`src/rtl/mem_burst_sequencer.sv`:
```
// Burst writer for a dual-port memory: slices a wide word onto port A,
// optionally reads it back on port B and tallies compare failures.
module mem_burst_sequencer #(
    parameter int ADDR_WIDTH   = 16,
    parameter int DATA_WIDTH   = 32,
    parameter int WORDS        = 4,
    parameter int READ_LATENCY = 1
) (
    input  logic                              clk,
    input  logic                              reset,
    input  logic                              trigger,
    input  logic                              verify,
    input  logic [ADDR_WIDTH-1:0]             base_addr,
    input  logic [WORDS*DATA_WIDTH-1:0]       wide_data,
    output logic [ADDR_WIDTH-1:0]             a_addr,
    output logic [DATA_WIDTH-1:0]             a_wdata,
    output logic                              a_we,
    output logic [ADDR_WIDTH-1:0]             b_addr,
    output logic                              b_en,
    input  logic [DATA_WIDTH-1:0]             b_rdata,
    output logic                              busy,
    output logic                              done,
    output logic                              mismatch,
    output logic [$clog2(WORDS+1)-1:0]        mismatch_count,
    output logic [ADDR_WIDTH-1:0]             first_bad_addr,
    output logic                              overrun
);

    localparam int CW = $clog2(WORDS + 1);
    localparam logic [CW-1:0] LAST   = CW'(WORDS - 1);
    localparam logic [CW-1:0] NWORDS = CW'(WORDS);

    typedef enum logic [1:0] {
        S_IDLE,
        S_WRITE,
        S_VERIFY,
        S_DONE
    } state_t;

    state_t                        state_q, state_d;
    logic                          trig_q;
    logic [WORDS*DATA_WIDTH-1:0]   data_q;
    logic [ADDR_WIDTH-1:0]         base_q;
    logic                          verify_q;
    logic [CW-1:0]                 wi_q, wi_d;
    logic [CW-1:0]                 rj_q, rj_d;
    logic                          vld_q [READ_LATENCY];
    logic [CW-1:0]                 idx_q [READ_LATENCY];
    logic                          mism_q;
    logic [CW-1:0]                 cnt_q;
    logic [ADDR_WIDTH-1:0]         fba_q;
    logic                          ovr_q;

    logic                          rise;
    logic                          issue;
    logic                          cmp_vld;
    logic [CW-1:0]                 cmp_idx;
    logic                          cmp_bad;

    assign rise    = trigger & ~trig_q;
    assign issue   = (state_q == S_VERIFY) && (rj_q != NWORDS);
    assign cmp_vld = vld_q[READ_LATENCY-1];
    assign cmp_idx = idx_q[READ_LATENCY-1];
    assign cmp_bad = cmp_vld &&
        (b_rdata != data_q[int'(cmp_idx)*DATA_WIDTH +: DATA_WIDTH]);

    always_comb begin
        state_d = state_q;
        wi_d    = wi_q;
        rj_d    = rj_q;
        a_we    = 1'b0;
        a_addr  = '0;
        a_wdata = '0;
        b_en    = 1'b0;
        b_addr  = '0;
        busy    = (state_q != S_IDLE);
        done    = (state_q == S_DONE);
        unique case (state_q)
            S_IDLE: begin
                if (rise) begin
                    state_d = S_WRITE;
                    wi_d    = '0;
                    rj_d    = '0;
                end
            end
            S_WRITE: begin
                a_we    = 1'b1;
                a_addr  = base_q + ADDR_WIDTH'(wi_q);
                a_wdata = data_q[int'(wi_q)*DATA_WIDTH +: DATA_WIDTH];
                if (wi_q == LAST) begin
                    state_d = verify_q ? S_VERIFY : S_DONE;
                end else begin
                    wi_d = wi_q + CW'(1);
                end
            end
            S_VERIFY: begin
                if (issue) begin
                    b_en   = 1'b1;
                    b_addr = base_q + ADDR_WIDTH'(rj_q);
                    rj_d   = rj_q + CW'(1);
                end
                // The last compare retires the burst; reads finished earlier.
                if (cmp_vld && cmp_idx == LAST) begin
                    state_d = S_DONE;
                end
            end
            S_DONE: begin
                state_d = S_IDLE;
            end
            default: begin
                state_d = S_IDLE;
            end
        endcase
    end

    always_ff @(posedge clk) begin
        if (reset) begin
            state_q  <= S_IDLE;
            trig_q   <= 1'b1;
            data_q   <= '0;
            base_q   <= '0;
            verify_q <= 1'b0;
            wi_q     <= '0;
            rj_q     <= '0;
            mism_q   <= 1'b0;
            cnt_q    <= '0;
            fba_q    <= '0;
            ovr_q    <= 1'b0;
            for (int k = 0; k < READ_LATENCY; k++) begin
                vld_q[k] <= 1'b0;
                idx_q[k] <= '0;
            end
        end else begin
            state_q <= state_d;
            trig_q  <= trigger;
            wi_q    <= wi_d;
            rj_q    <= rj_d;
            vld_q[0] <= issue;
            idx_q[0] <= rj_q;
            for (int k = 1; k < READ_LATENCY; k++) begin
                vld_q[k] <= vld_q[k-1];
                idx_q[k] <= idx_q[k-1];
            end
            if (state_q == S_IDLE && rise) begin
                data_q   <= wide_data;
                base_q   <= base_addr;
                verify_q <= verify;
                mism_q   <= 1'b0;
                cnt_q    <= '0;
                fba_q    <= '0;
            end
            if (state_q != S_IDLE && rise) begin
                ovr_q <= 1'b1;
            end
            if (cmp_bad) begin
                mism_q <= 1'b1;
                if (cnt_q != NWORDS) begin
                    cnt_q <= cnt_q + CW'(1);
                end
                if (!mism_q) begin
                    fba_q <= base_q + ADDR_WIDTH'(cmp_idx);
                end
            end
        end
    end

    assign mismatch       = mism_q;
    assign mismatch_count = cnt_q;
    assign first_bad_addr = fba_q;
    assign overrun        = ovr_q;

endmodule

```
`config.mk`:
```
export PLATFORM = sky130hd
export DESIGN_NAME = mem_burst_sequencer
export DESIGN_NICKNAME = d
export VERILOG_FILES = /design/src/rtl/mem_burst_sequencer.sv
export SDC_FILE = /design/constraint.sdc
export NUM_CORES = 1
export LEC_CHECK = 0
export ABC_AREA = 1
export BUFFER_PORTS_ARGS = -buffer_cell sky130_fd_sc_hd__buf_2
export CAP_MARGIN = 20
export CORE_ASPECT_RATIO = 0.5
export CORE_UTILIZATION = 37
export DETAILED_ROUTE_END_ITERATION = 6
export PLACE_DENSITY = 0.58
export SLEW_MARGIN = 20
export SYNTH_ARGS = -nofsm -noshare
export SYNTH_HDL_FRONTEND = slang
export SYNTH_SLANG_ARGS = --single-unit
```
`constraint.sdc`:
```
create_clock -name clk -period 3.1 [get_ports clk]
set_input_delay 0.775 -clock clk [delete_from_list [all_inputs] [get_ports clk]]
set_output_delay 0.775 -clock clk [all_outputs]
set_load 0.01 [all_outputs]
```
==> flow_metrics.env <==
export IMPL_fin_worst_skew_ns=0.0120
export IMPL_finalMaxSlewViolations=0
export IMPL_relSlewSlack_pct=53.7
export IMPL_rsz0062_at_grt="true"
export IMPL_cts_sink_count=179
export IMPL_fin_cells=2286
export IMPL_syn_to_final_growth_pct=23.6
export IMPL_path_buf_inv=3
export IMPL_max_clock_freq_mhz=329
export IMPL_nNetsFinal=2086
export IMPL_clk_pin_slew_ns=0.07
export IMPL_die_area_sq_um=29100
export IMPL_overflow=0
export IMPL_start_util_pct=37.8
export IMPL_grt_first_pass_wirelength_microns=56000
export IMPL_synth_top_area_cell="dfxtp_1"
export IMPL_vias_per_cell=5.04
export IMPL_drt_iter0_drc=964
export IMPL_post_place_cells=2240
export IMPL_fin_hold_ws_ns=0.461
export IMPL_die_h_microns=121
export IMPL_wire_per_inst_microns=16.0
export IMPL_cpPeakStageDelay_ns=0.39
export IMPL_synth_fp_nets=1877
export IMPL_cts_buffer_depth=2
export IMPL_drive_above_1_share_pct=20.3
export IMPL_cts_buffers=17
export IMPL_cts_tree="done"
export IMPL_synth_area_sq_um=10500
export IMPL_ys_types=30
export IMPL_p_leak_nw=5.90
export IMPL_crit_type="flop to output pin"
export IMPL_ys_warn_count=0
export IMPL_std_cell_rows=43
export IMPL_drv_cap=0
export IMPL_path_cells="ha_4 > inv_2 > fa_2 > nor2_2 > o21ai_2 > nor2_1 > nand2_2 > inv_2 > a21oi_2 > nor3_2 > buf_2"
export IMPL_syn_area_per_cell_sq_um=6.27
export IMPL_cp_startpoint="base_q[0]"
export IMPL_antenna_found_initial=7
export IMPL_hold_viol_final=0
export IMPL_critPathMaxFanout=5
export IMPL_worstSkewPairLatency_ns=0.45
export IMPL_grt_max_degree=92
export IMPL_die_width_microns=240
export IMPL_yosys_top_cells_area="dfxtp_1 34%, a21oi_1 13%, nand2_1 12%"
export IMPL_ant_nets=0
export IMPL_setup_violations=0
export IMPL_cts_max_level=4
export IMPL_period_share_pct=98.2
export IMPL_worstPathRequired_ns=2.32
export IMPL_syn_inst=1675
export IMPL_crit_slowest_cell="dfxtp_4"
export IMPL_globalRouteTotalUtil_pct=25.0
export IMPL_synth_top_area_share_pct=34.1
export IMPL_dp_hpwl_microns=25500
export IMPL_dr_pass1_iters=5
export IMPL_ys_ff_latch=179
export IMPL_crit_path_frequent_cell="inv_2"
export IMPL_wirelength_microns=36700
export IMPL_final_util_pct=46.7
export IMPL_end_kind="output pin"
export IMPL_io_buffers=268
export IMPL_r2r_start="idx_q[0][0]"
export IMPL_root_buffer="clkbuf_16"
export IMPL_startpoint_type="flop"
export IMPL_p_per_area_nw_per_um2=628
export IMPL_crit_arrival_ns=2.27
export IMPL_hp_class="flop to flop"
export IMPL_core_sq_um=27800
export IMPL_status="finished clean"
export IMPL_boundaryPins=269
export IMPL_ctsHoldBuffers=0
export IMPL_period_minus_slack_ns=3.04
export IMPL_critical_path_top_delay_family="simple AND/OR/NAND/NOR gates"
export IMPL_routabilityCongestion=0.954
export IMPL_setup_tns_ns=0
export IMPL_worstHoldStart="overrun"
export IMPL_worstMarginPinSlew_ns=0.695
export IMPL_seq_area_frac_synth_pct=34.1
export IMPL_drc=0
export IMPL_vias=11526
export IMPL_grt_pass1_vias=10210
export IMPL_irDropWorstVdd_uv=434
## worst paths after layout
path	end	slack, ns	depth (start not counted)
min	overrun	0.46	1
max reg2reg	first_bad_addr[6]	0.67	16
min reg2reg	overrun	0.46	1
max	a_addr[14]	0.06	11
## metrics by stage
stage / worst slack [ns] / instance area (sq um) / total power [mW]
after floorplan: 0.0687 / 10500 / 4.86
after global placement: 0.239 / 12200 / 5.88
after detailed placement: 0.230 / 12200 / 5.89
after CTS: -0.00445 / 12800 / 8.15
after global routing: -0.0824 / 13000 / 8.70
final: 0.0565 / 13000 / 8.15
## cells by family (layout without fill, tap and decap cells)
logic type	count (synthesis)	in the layout	share of synthesized area, %
and+or+nand+nor	583	583	22.9
other	0	7	0
adders and majority gates	22	22	2.83
DFF	179	179	34.1
buffers and inverters	329	551	12.5
AOI/OAI and AO/OA	548	548	26.5
xor gates and xnor gates	14	14	1.17
## metal layers
metal  global-route usage, %  wire length (microns)
met4                    7.21                    636
met2                    40.8                  17000
met1                    33.4                  17100
met3                    4.94                   2000
met5                       0                      0
## synthesized netlist by cell type
master / n
nand3_1: 101
fa_1: 3
a31oi_1: 3
ha_1: 19
clkinv_1: 2
nor3_1: 19
a211oi_1: 2
xnor2_1: 1
a21oi_1: 272
o31ai_1: 1
xor2_1: 13
buf_2: 18
nand2_1: 343
o21a_1: 1
or2_2: 2
buf_6: 5
a41oi_1: 1
o211ai_1: 10
nand3b_1: 13
buf_4: 5
o21ai_0: 250
clkbuf_1: 86
nor4_1: 5
dfxtp_1: 179
buf_1: 4
o22ai_1: 1
inv_2: 2
inv_1: 207
nor2_1: 100
o21ai_1: 7
## registers in the layout (all words and copies together), names as in the netlist, 2 cells and up
register / flops
base_q: 16
idx_q: 3
state_q: 2
wi_q: 3
mismatch_count: 3
first_bad_addr: 16
rj_q: 3
data_q: 128
## cell type report
| class | count | area [sq um] |
|---|---|---|
| clock inverter | 12 | 130 |
| timing repair buffer | 308 | 1750 |
| tap | 382 | 478 |
| multi-input combinational | 1167 | 5760 |
| inverter | 211 | 802 |
| fill | 3032 | 14800 |
| sequential | 179 | 3600 |
| clock buffer | 20 | 457 |
| antenna | 7 | 17.5 |
## power by group
group | switching [mW] | internal (mW)
Sequential | 0.169 | 2.57
Combinational | 2.12 | 1.05
Clock | 1.01 | 1.23
Total | 3.30 | 4.85
## cells in the final DEF (no fill, tap or decap), drive strengths merged, types with 3 or more instances in the layout
| cell | instances |
|---|---|
| nand3 | 101 |
| dfxtp | 179 |
| nand3b | 13 |
| o211ai | 10 |
| a31oi | 3 |
| clkbuf | 20 |
| xor2 | 13 |
| fa | 3 |
| inv | 212 |
| clkinv | 7 |
| a21oi | 272 |
| nor2 | 100 |
| nor4 | 5 |
| ha | 19 |
| nor3 | 19 |
| nand2 | 343 |
| diode | 7 |
| o21ai | 257 |
| buf | 308 |
## what timing repair did
action	in CTS	in global routing
setup endpoints to repair	13	18
hold endpoints to repair	0	0
setup buffers	3	4
resized for setup	16	31
pin swaps	5	9
Note: power is estimated with default switching activity, not from simulation.
